## src/rtl/pc_fetch_ctrl.sv

```systemverilog
// Fetch sequencer: owns the PC, runs the imem req/ack handshake and a one-entry decode buffer.
// Optional taken-redirect counter enabled by defining PC_FETCH_BRCNT_EN.
module pc_fetch_ctrl #(
    parameter logic [31:0] RESET_PC = 32'h0000_0000
) (
    input  logic        clk,
    input  logic        rst_n,
    input  logic        stall_i,
    input  logic        br_valid_i,
    input  logic        branch_i,
    input  logic        cmp_i,
    input  logic [31:0] br_pc_i,
    input  logic [31:0] br_offset_i,
    output logic        imem_req_o,
    output logic [31:0] imem_addr_o,
    input  logic        imem_ack_i,
    input  logic [31:0] imem_rdata_i,
    output logic        instr_valid_o,
    output logic [31:0] instr_o,
    output logic [31:0] pc_o,
    output logic        flush_o,
    output logic [31:0] taken_cnt_o
);

    localparam int unsigned XLEN = 32;

    typedef enum logic [1:0] {
        ST_BOOT  = 2'd0,
        ST_FETCH = 2'd1,
        ST_WAIT  = 2'd2
    } state_t;

    state_t            state_q, state_d;
    logic [XLEN-1:0]   pc_q, pc_d;
    logic              discard_q, discard_d;
    logic              req_d;
    logic [XLEN-1:0]   addr_d;
    logic              valid_d;
    logic [XLEN-1:0]   instr_d;
    logic [XLEN-1:0]   pc_out_d;
    logic              flush_d;

    logic              redirect;
    logic              consume;
    logic [XLEN-1:0]   target;

    assign redirect = br_valid_i & branch_i & cmp_i & (state_q != ST_BOOT);
    assign consume  = instr_valid_o & ~stall_i;
    assign target   = br_pc_i + (br_offset_i << 2);

    // Next-state and next-output logic; a redirect overrides pc and the buffer last.
    always_comb begin
        state_d   = state_q;
        pc_d      = pc_q;
        discard_d = discard_q;
        req_d     = imem_req_o;
        addr_d    = imem_addr_o;
        valid_d   = instr_valid_o & ~consume;
        instr_d   = instr_o;
        pc_out_d  = pc_o;
        flush_d   = redirect;

        case (state_q)
            ST_BOOT: begin
                state_d = ST_FETCH;
            end
            ST_FETCH: begin
                if (!redirect && (!instr_valid_o || consume)) begin
                    req_d   = 1'b1;
                    addr_d  = pc_q;
                    state_d = ST_WAIT;
                end
            end
            ST_WAIT: begin
                if (imem_ack_i) begin
                    req_d     = 1'b0;
                    discard_d = 1'b0;
                    state_d   = ST_FETCH;
                    if (!discard_q && !redirect) begin
                        valid_d  = 1'b1;
                        instr_d  = imem_rdata_i;
                        pc_out_d = imem_addr_o;
                        pc_d     = imem_addr_o + XLEN'(4);
                    end
                end else if (redirect) begin
                    // request cannot be withdrawn; its data is dropped on ack
                    discard_d = 1'b1;
                end
            end
            default: begin
                state_d = ST_BOOT;
            end
        endcase

        if (redirect) begin
            pc_d    = target;
            valid_d = 1'b0;
        end
    end

    // State and registered outputs.
    always_ff @(posedge clk or negedge rst_n) begin
        if (!rst_n) begin
            state_q       <= ST_BOOT;
            pc_q          <= RESET_PC;
            discard_q     <= 1'b0;
            imem_req_o    <= 1'b0;
            imem_addr_o   <= RESET_PC;
            instr_valid_o <= 1'b0;
            instr_o       <= '0;
            pc_o          <= '0;
            flush_o       <= 1'b0;
        end else begin
            state_q       <= state_d;
            pc_q          <= pc_d;
            discard_q     <= discard_d;
            imem_req_o    <= req_d;
            imem_addr_o   <= addr_d;
            instr_valid_o <= valid_d;
            instr_o       <= instr_d;
            pc_o          <= pc_out_d;
            flush_o       <= flush_d;
        end
    end

`ifdef PC_FETCH_BRCNT_EN
    // Saturating count of taken redirects.
    always_ff @(posedge clk or negedge rst_n) begin
        if (!rst_n) begin
            taken_cnt_o <= '0;
        end else if (redirect && (taken_cnt_o != '1)) begin
            taken_cnt_o <= taken_cnt_o + XLEN'(1);
        end
    end
`else
    assign taken_cnt_o = '0;
`endif

endmodule

```

## config.mk

```make
export PLATFORM = sky130hd
export DESIGN_NAME = pc_fetch_ctrl
export DESIGN_NICKNAME = d
export VERILOG_FILES = /design/src/rtl/pc_fetch_ctrl.sv
export SDC_FILE = /design/constraint.sdc
export NUM_CORES = 1
export LEC_CHECK = 0
export BUFFER_PORTS_ARGS = -buffer_cell sky130_fd_sc_hd__clkbuf_2
export CAP_MARGIN = 20
export CORE_MARGIN = 1.5
export CORE_UTILIZATION = 45
export CTS_CLUSTER_DIAMETER = 50
export DETAILED_ROUTE_END_ITERATION = 8
export PLACE_DENSITY_LB_ADDON = 0.15
export SETUP_SLACK_MARGIN = 0.02
export SLEW_MARGIN = 5
export SYNTH_ARGS = -nofsm -noshare
export SYNTH_HDL_FRONTEND = slang
export SYNTH_SLANG_ARGS = --single-unit
```

## constraint.sdc

```tcl
create_clock -name clk -period 3.3 [get_ports clk]
set_clock_uncertainty 0.05 [all_clocks]
set_input_delay 0.66 -clock clk [delete_from_list [all_inputs] [get_ports clk]]
set_output_delay 0.66 -clock clk [all_outputs]
set_load 0.01 [all_outputs]
```

==> metrics.csv <==
metric,value,unit
design.final.nets,1152,
synth_area_leader_cell,sky130_fd_sc_hd__dfrtp_1,
global_route.usage.total,21.4,%
first_global_vias,5957,
synth_async_sr_flop_share,100,%
hold_viol_final,0,
drt.antenna.violating_nets,0,
post-place-ws,254,ps
layout.core_utilization,56.3,%
cts_max_level,4,
drt_iter0_drc,230,
hold_path_class,input port to asynchronous set/reset pin,
grt_first_pass_wirelength,30500,um
timing.critical_path.from_type,input port,
critical-path-slowest-cell,sky130_fd_sc_hd__or4_1,
chipWidth,134,um
final_min_period_over_clock_period,80.5,%
finish.instance_area,0.00940,sq mm
placement.io_buffers,199,
cts_num_sinks,134,
vdd.ir_drop.worst,0.000360,V
final_period_minus_worst_setup_slack,2660,ps
post_synth_inst_count,830,
power.leakage,4.60,nW
totalNegativeSetupSlack,0,ps
cap_viol_max_count,0,
netlist.area_leader.share,43.2,%
cts_buffers,17,
drc,0,
fp.coreArea,0.0167,sq mm
max_stage_delay,430,ps
path_clk_slew,60,ps
timing.final.max_slew_violations,0,
netlist_top_cells_area,"sky130_fd_sc_hd__dfrtp_1 43%, sky130_fd_sc_hd__nand2_1 8.4%, sky130_fd_sc_hd__mux2_2 7.3%",
cts-hold-fix-buffers,0,
fraction_of_final_layout_cells_with_drive_strength_greater_than_1,29.9,%
cts_max_path_buffers,2,
ff2ff_setup_slack,860,ps
yosys_register_bits,134,
vias,6539,
finalHoldWorstSlack,216,ps
die_area,0.0180,sq mm
outcome,finished clean,
critical_path.endpoint_type,register,
timing.final.ws_setup,645,ps
cts_setup_buffers,0,
regToRegStartpoint,imem_addr_o[2],
maximum_number_of_pins_on_one_net_before_global_route_repair,81,
gr-total-overflow,0,
clockRootBuffer,sky130_fd_sc_hd__clkbuf_16,
placed_cell_area,0.00888,sq mm
synthesis.area,0.00775,sq mm
worstMarginPinSlew,737,ps
synth-edff-count,0,
number_of_gates_given_a_new_drive_strength_after_cts,0,
first_pass_iters,5,
post_synth_num_cell_types,68,
worst-path-max-fanout,6,
starting_utilization_of_the_core_area,46.4,%
setup_viol,0,
postSynthAreaPerCell,9.34,sq um
io_pins,234,
r2r-end,pc_q[28],
grt_antenna_before_repair,0,
power.density,822,mW/mm^2
cts_tree,yes,
rr_worst_depth,7,
insertion_delay_of_the_later_clocked_pin_in_the_worst_skew_pair,400,ps
flow.area_growth_from_synthesis,21.2,%
global_placer_s_final_weighted_congestion,0.850,
slew_headroom,50.9,%
place_hpwl,14500,um
rsz0062_at_grt,false,
max_freq,377,MHz
diodes,0,
ys_dominant_reg_cell,sky130_fd_sc_hd__dfrtp_1,
cp.arrival,2900,ps
cpMostUsedCell,sky130_fd_sc_hd__a21oi_1,
placement_rows,47,
yosys_warnings,0,
worstSetupEndpoint,pc_q[28],
synth_sequential_area_ratio,43.2,%
timing_worst_setup_path_type,input port to register,
crit_chain,"clkbuf_2, ha_1, a21oi_1, o21ai_0, a21oi_1, a31oi_1, or4_1, a31o_1",
critPathLaunch,br_pc_i[9],
drt-wirelength-per-cell,15.4,um
worst_ep_required_time,3540,ps
final_wirelength,19200,um
dieHeight,134,um
avg_vias_per_cell,5.23,
## Yosys cell counts, drive strengths merged, types with 9 or more instances
master / number
and3: 9
o21ai: 61
xnor2: 21
ha: 30
buf: 40
a31oi: 9
dfrtp: 134
nor2: 34
nand4: 11
nand2: 174
clkbuf: 34
or3: 11
xor2: 19
inv: 11
nor3: 10
nand3: 23
mux2: 50
a21oi: 33
o211ai: 14
a21o: 14
## flip-flops by register name (all words and copies together) (netlist names)
register       flops
discard_q          1
pc_o              32
instr_valid_o      1
pc_q              32
imem_req_o         1
instr_o           32
imem_addr_o       32
flush_o            1
state_q            2
## cell type report
cell class,count,area [sq um]
clock buffers,18,429
clock inverters,13,86.3
fillers,1551,7300
inverters,11,41.3
multi-input cells,642,4090
flip-flops and latches,134,3350
well taps,220,275
repair buffers,212,1120
## how the worst min path moves through the flow
stage / slack [ps] / cells past startpoint / start / to
after floorplan: 310 / 0 / rst_n / discard_q
after CTS: 260 / 1 / rst_n / instr_o[25]
after global routing: 290 / 1 / rst_n / instr_o[31]
final: 220 / 1 / rst_n / instr_o[31]
after global placement: 410 / 2 / pc_o[1] / pc_o[1]
after detailed placement: 410 / 2 / instr_o[15] / instr_o[15]
## cells by family after synthesis
kind of cell / synth area share, %
buffers and inverters: 5.76
adder cells (fa/ha/maj): 5.10
AO/OA/AOI/OAI: 15.7
other: 0.0484
XOR/XNOR: 4.52
multiplexers: 7.52
flip-flops: 43.2
AND/OR/NAND/NOR: 18.1
## worst max-delay path: cells and delay by family
family	cells	cell delay (ps)
compound gates	5	1350
simple gates	1	430
fa+ha+maj	1	360
buf+inv	1	80
## per-layer routing
| metal | wire length [um] | global-route usage (%) | share of wire [%] | up-vias |
|---|---|---|---|---|
| li1 | - | - | - | 3253 |
| met1 | 9400 | 31.2 | 49 | 3046 |
| met2 | 8440 | 32.6 | 44 | 216 |
| met3 | 1040 | 3.14 | 5.4 | 24 |
| met4 | 321 | 6.87 | 1.7 | 0 |
| met5 | 0 | 0 | 0 | - |
## through the flow
stage	total power, mW	std cells
CTS	7.81	1250
global route	8.29	1250
finish	7.73	1250
floorplan	4.91	861
global placement	6.05	1219
detailed placement	6.14	1219
## placed cells by master, fill, tap and decap left out, types with 5 or more instances in the layout
cell and count:
sky130_fd_sc_hd__inv_1 10, sky130_fd_sc_hd__a31o_1 5, sky130_fd_sc_hd__conb_1 32, sky130_fd_sc_hd__nor3_1 10
sky130_fd_sc_hd__or3_1 11, sky130_fd_sc_hd__clkbuf_2 198, sky130_fd_sc_hd__nand2_1 173, sky130_fd_sc_hd__ha_1 30
sky130_fd_sc_hd__clkinv_2 6, sky130_fd_sc_hd__clkbuf_16 17, sky130_fd_sc_hd__o21ai_0 58, sky130_fd_sc_hd__nand3_1 23
sky130_fd_sc_hd__a21oi_1 33, sky130_fd_sc_hd__mux2_2 50, sky130_fd_sc_hd__xnor2_1 21, sky130_fd_sc_hd__and4_1 5
sky130_fd_sc_hd__o211ai_1 14, sky130_fd_sc_hd__o21a_1 6, sky130_fd_sc_hd__a31oi_1 8, sky130_fd_sc_hd__nor2_1 31
sky130_fd_sc_hd__and3_1 9, sky130_fd_sc_hd__dfrtp_1 134, sky130_fd_sc_hd__buf_4 11, sky130_fd_sc_hd__nand4_1 10
sky130_fd_sc_hd__xor2_1 19, sky130_fd_sc_hd__a21o_1 14
## power breakdown
group	leakage (nW)	internal [mW]	switching, mW
logic	2.71	1.39	1.60
clock network	0.247	0.949	0.690
registers	1.65	2.43	0.664
total	4.60	4.77	2.96
No activity file was read; power rests on OpenSTA's default activity.
